File: config.mk
export PLATFORM = sky130hd
export DESIGN_NAME = cpu_clock_control
export DESIGN_NICKNAME = d
export VERILOG_FILES = /design/src/rtl/cpu_clock_control.sv
export SDC_FILE = /design/constraint.sdc
export NUM_CORES = 1
export LEC_CHECK = 0
export BUFFER_PORTS_ARGS = -buffer_cell sky130_fd_sc_hd__buf_4
export CAP_MARGIN = 20
export CORE_ASPECT_RATIO = 1.25
export CORE_UTILIZATION = 50
export DETAILED_ROUTE_END_ITERATION = 6
export PLACE_DENSITY_LB_ADDON = 0.08
export SLEW_MARGIN = 30
export SYNTH_ARGS = -nofsm -noshare
export SYNTH_HDL_FRONTEND = slang
export SYNTH_SLANG_ARGS = --single-unit
File: constraint.sdc
create_clock -name clock_in -period 2.27 [get_ports clock_in]
set_input_delay 0.454 -clock clock_in [delete_from_list [all_inputs] [get_ports clock_in]]
set_output_delay 0.454 -clock clock_in [all_outputs]
set_load 0.03 [all_outputs]
File: src/rtl/cpu_clock_control.sv
// cpu_clock_control: mode-selectable CPU clock enable (halt / single-step / slow / fast) with debounced buttons
module cpu_clock_control #(
    parameter int DEBOUNCE_CYCLES = 270_000
) (
    input  logic        clock_in,
    input  logic        reset,
    input  logic        slow_clock_in,
    input  logic        step_button_n,
    input  logic        mode_button_n,
    input  logic        halt_in,
    output logic        cpu_enable,
    output logic [1:0]  mode_out,
    output logic [15:0] enable_count,
    output logic        slow_led
);
    localparam int CW = (DEBOUNCE_CYCLES > 1) ? $clog2(DEBOUNCE_CYCLES) : 1;
    localparam logic [CW-1:0] CNT_MAX = CW'(DEBOUNCE_CYCLES - 1);
    localparam logic [1:0] HALT = 2'b00;
    localparam logic [1:0] STEP = 2'b01;
    localparam logic [1:0] SLOW = 2'b10;
    localparam logic [1:0] FAST = 2'b11;

    // index 0 is the step button, index 1 the mode button
    logic [1:0]    btn_s1, btn_s2, btn_db, btn_db_d;
    logic [CW-1:0] btn_cnt [2];
    logic [1:0]    press;
    logic          step_press, mode_press;
    logic          slow_s1, slow_d, slow_rise;
    logic          en_q;

    assign press      = btn_db_d & ~btn_db;
    assign step_press = press[0];
    assign mode_press = press[1];
    // halt suppresses the enable in the very cycle it is requested
    assign cpu_enable = en_q & ~halt_in;

    // button synchronizers and debouncers; a level is accepted after DEBOUNCE_CYCLES stable cycles
    always_ff @(posedge clock_in or posedge reset) begin
        if (reset) begin
            btn_s1   <= 2'b11;
            btn_s2   <= 2'b11;
            btn_db   <= 2'b11;
            btn_db_d <= 2'b11;
            for (int i = 0; i < 2; i++) btn_cnt[i] <= '0;
        end else begin
            btn_s1   <= {mode_button_n, step_button_n};
            btn_s2   <= btn_s1;
            btn_db_d <= btn_db;
            for (int i = 0; i < 2; i++) begin
                if (btn_s2[i] == btn_db[i]) begin
                    btn_cnt[i] <= '0;
                end else if (btn_cnt[i] == CNT_MAX) begin
                    btn_cnt[i] <= '0;
                    btn_db[i]  <= btn_s2[i];
                end else begin
                    btn_cnt[i] <= btn_cnt[i] + 1'b1;
                end
            end
        end
    end

    // slow clock synchronizer and registered rising-edge pulse
    always_ff @(posedge clock_in or posedge reset) begin
        if (reset) begin
            slow_s1   <= 1'b0;
            slow_led  <= 1'b0;
            slow_d    <= 1'b0;
            slow_rise <= 1'b0;
        end else begin
            slow_s1   <= slow_clock_in;
            slow_led  <= slow_s1;
            slow_d    <= slow_led;
            slow_rise <= slow_led & ~slow_d;
        end
    end

    // mode FSM, enable generation and enable counter; halt beats a mode press, a mode press beats a step
    always_ff @(posedge clock_in or posedge reset) begin
        if (reset) begin
            mode_out     <= HALT;
            en_q         <= 1'b0;
            enable_count <= '0;
        end else begin
            mode_out     <= halt_in ? HALT : mode_press ? mode_out + 2'd1 : mode_out;
            en_q         <= !halt_in && !mode_press &&
                            ((mode_out == FAST) ||
                             (mode_out == STEP && step_press) ||
                             (mode_out == SLOW && slow_rise));
            enable_count <= cpu_enable ? enable_count + 16'd1 : enable_count;
        end
    end
endmodule

==> impl_metrics.tcl <==
set metrics [dict create \
    route.vias.total 2157 \
    hold_class "primary input to asynchronous set/reset pin" \
    cts_tree "built" \
    grt_usage_pct 19.7 \
    viasPerCell 5.19 \
    synth_mux_area_share_pct 1.41 \
    tns_ns 0 \
    powerDensity_nw_per_um2 651 \
    synth_seq_cells 69 \
    setup_slack_ns 0.325 \
    ys_seq_area_share_pct 55.8 \
    min_period_over_period_pct 85.7 \
    fill_cells 507 \
    setup_violations 0 \
    cts_buffer_depth 2 \
    synth_compound_area_share_pct 3.05 \
    drt_first_pass_iters 4 \
    drt_iter0_markers 93 \
    die_area_um2 6550 \
    syn_avg_cell_area_um2 10.8 \
    cts_resized 0 \
    synth_fa_ha_area_share_pct 2.41 \
    postCtsHoldBufs 0 \
    routedWlPerCell_um 13.0 \
    synth_top_family_by_area "simple AND/OR/NAND/NOR gates" \
    synth_xor_area_share_pct 12.7 \
    skew_ns 0.0120 \
    endpoint_kind "flip-flop" \
    grt_pass1_vias 2228 \
    synth_fp_nets 301 \
    startpoint_type "flip-flop" \
    cts_buffers 9 \
    wl_mm 5.42 \
    worst_setup_hold_path_clk_slew_ns 0.08 \
    drive_above_1_share_pct 19.2 \
    worst_skew_pair.late_latency_ns 0.36 \
    start_util_pct 52.8 \
    htree_levels 3 \
    slew_headroom_pct 61.1 \
    irDropWorstVdd_v 0.000395 \
    n_antenna_cell 0 \
    max-cap-violations 0 \
    required_ns 2.56 \
    yosysWarnings 0 \
    antenna_found_initial 0 \
    yosys.area_share.simple_pct 22.7 \
    die_y_um 90.2 \
    row_count 31 \
    slew_viol_final 0 \
    synth.cell_area_um2 3110 \
    crit_type "flip-flop to flip-flop" \
    ys_types 32 \
    dp_hpwl_mm 3.87 \
    post-cts-setup-buffers 0 \
    rsz0062_at_grt "no" \
    syn_inst 289 \
    max_freq_ghz 0.514 \
    leakagePower_nw 1.58 \
    clock_sinks 69 \
    ant_nets 0 \
    nets 341 \
    grt_pass1_wl_mm 9.81 \
    worstPathArrival_ns 2.23 \
    io_pins 26 \
    drc 0 \
    gp_congestion 0.775 \
    cts_root_buf "clkbuf_8" \
    hold_viol 0 \
    syn_to_final_growth_pct 17.8 \
    die_x_um 72.6 \
    core-area_um2 5900 \
    status "finished, final reports clean" \
    finalCriticalPeriod_ns 1.94 \
    gr-total-overflow 0 \
    max_slew.worst_pin.slew_ns 0.579 \
    path_max_fanout 6 \
    post-place-ws_ns 0.313 \
    numPortBuffers 25 \
    grt_max_degree 35 \
]
worst max-delay path: stages, from the launching register on:
cell,delay [ns]
dfrtp_1,0.38
ha_1,0.21
nand3_1,0.18
or4_1,0.63
or3_1,0.34
a21oi_1,0.14
where the power goes:
| group | total (W) | switching (W) | internal [W] |
|---|---|---|---|
| clock network | 0.00104 | 0.000469 | 0.000566 |
| logic | 0.0000844 | 0.0000545 | 0.0000299 |
| registers | 0.00127 | 0.0000152 | 0.00125 |
| total | 0.00239 | 0.000539 | 0.00185 |
cell type report:
class | count | area (um^2) | area share, %
clock buffers | 11 | 151 | 4.13
clock inverters | 5 | 58.8 | 1.60
inverters | 13 | 48.8 | 1.33
multi-input cells | 204 | 1320 | 35.9
flip-flops and latches | 69 | 1740 | 47.4
well taps | 82 | 103 | 2.80
repair buffers | 32 | 253 | 6.89
worst paths after layout:
kind                                      startpoint               endpoint  slack [ns]  cells after the start
max in group asynchronous                      reset    btn_s1[0]$_DFF_PP1_        1.56                      3
worst max-delay path            btn_cnt[0]$_DFF_PP0_  btn_cnt[18]$_DFF_PP0_        0.33                      5
worst max register to register  btn_cnt[0]$_DFF_PP0_  btn_cnt[18]$_DFF_PP0_        0.33                      5
worst min register to register   btn_s1[1]$_DFF_PP1_    btn_s2[1]$_DFF_PP1_        0.36                      0
min in group clock_in                  step_button_n    btn_s1[0]$_DFF_PP1_        0.20                      1
worst min-delay path                           reset  btn_cnt[16]$_DFF_PP0_        0.08                      2
placed cells by master (no fill, tap or decap), drive strengths merged:
master,Yosys,final
a211oi,3,3
a21oi,5,5
and3,3,3
and4,3,3
buf,1,32
bufinv,0,1
clkbuf,2,11
clkinv,0,2
clkinvlp,0,2
dfrtp,61,61
dfstp,8,8
ha,6,6
inv,13,13
mux2,3,3
mux2i,1,1
nand2,15,15
nand2b,3,3
nand3,14,14
nand3b,1,1
nand4,14,14
nand4b,1,1
nor2,45,45
nor2b,3,3
nor3,10,10
nor4,12,12
nor4b,3,3
o21ai,7,7
o31ai,1,1
or3,4,4
or4,2,2
xnor2,32,32
xor2,13,13
cells in the mapped netlist:
cell type,n,share of area [%]
clkbuf_1,2,0.24
a211oi_1,3,0.72
a21oi_1,5,0.80
and3_1,3,0.60
o21ai_1,1,0.16
nand2b_1,3,0.60
nand4b_1,1,0.28
nor2b_1,3,0.60
nand3b_1,1,0.24
xor2_1,13,3.7
dfrtp_1,61,49
nand2_1,15,1.8
nor4_1,12,2.4
mux2_2,3,1.1
and4_1,3,0.84
o31ai_2,1,0.40
inv_1,13,1.6
nand4_1,12,2.4
nor2_1,45,5.4
xnor2_1,32,9.0
mux2i_1,1,0.32
or3_1,4,0.80
nand3_1,14,2.3
nand4_4,2,1.4
or4_1,1,0.24
or4_4,1,0.36
buf_2,1,0.16
o21ai_0,6,0.96
nor4b_1,3,0.84
ha_1,6,2.4
nor3_1,10,1.6
dfstp_2,8,6.8
layer usage:
metal	wire, um	GRT usage (%)	share of wire, %	up-vias
li1	-	-	-	1071
met1	2370	22.8	44	1050
met4	127	8.99	2.3	0
met5	0	0	0	-
met2	2770	32.8	51	24
met3	154	6.05	2.8	12
registers in the layout, summed over array words and instances (netlist names):
| name | count |
|---|---|
| btn_cnt | 38 |
| enable_count | 16 |
| btn_db | 2 |
| btn_db_d | 2 |
| btn_s1 | 2 |
| btn_s2 | 2 |
| mode_out | 2 |
| en_q | 1 |
| slow_d | 1 |
| slow_led | 1 |
| slow_rise | 1 |
| slow_s1 | 1 |
per-stage QoR:
step / util (%) / hold WS [ns] / instances / total power (W) / instance area (um^2)
after CTS: 62.2 / 0.0779 / 416 / 0.00242 / 3670
after floorplan: - / 0.331 / 289 / 0.00134 / 3110
after detailed placement: 58.6 / 0.338 / 400 / 0.00138 / 3460
after global placement: 58.6 / 0.343 / 400 / 0.00137 / 3460
after global routing: 62.2 / 0.0928 / 416 / 0.00250 / 3670
final: 62.2 / 0.0754 / 416 / 0.00239 / 3670
kinds of logic after synthesis:
kind of cell / count (synthesis)
fa+ha+maj: 6
compound gates: 16
flops: 69
xor+xnor: 45
simple gates: 133
buf+inv: 16
mux: 4
(Power assumes the default switching activity.)
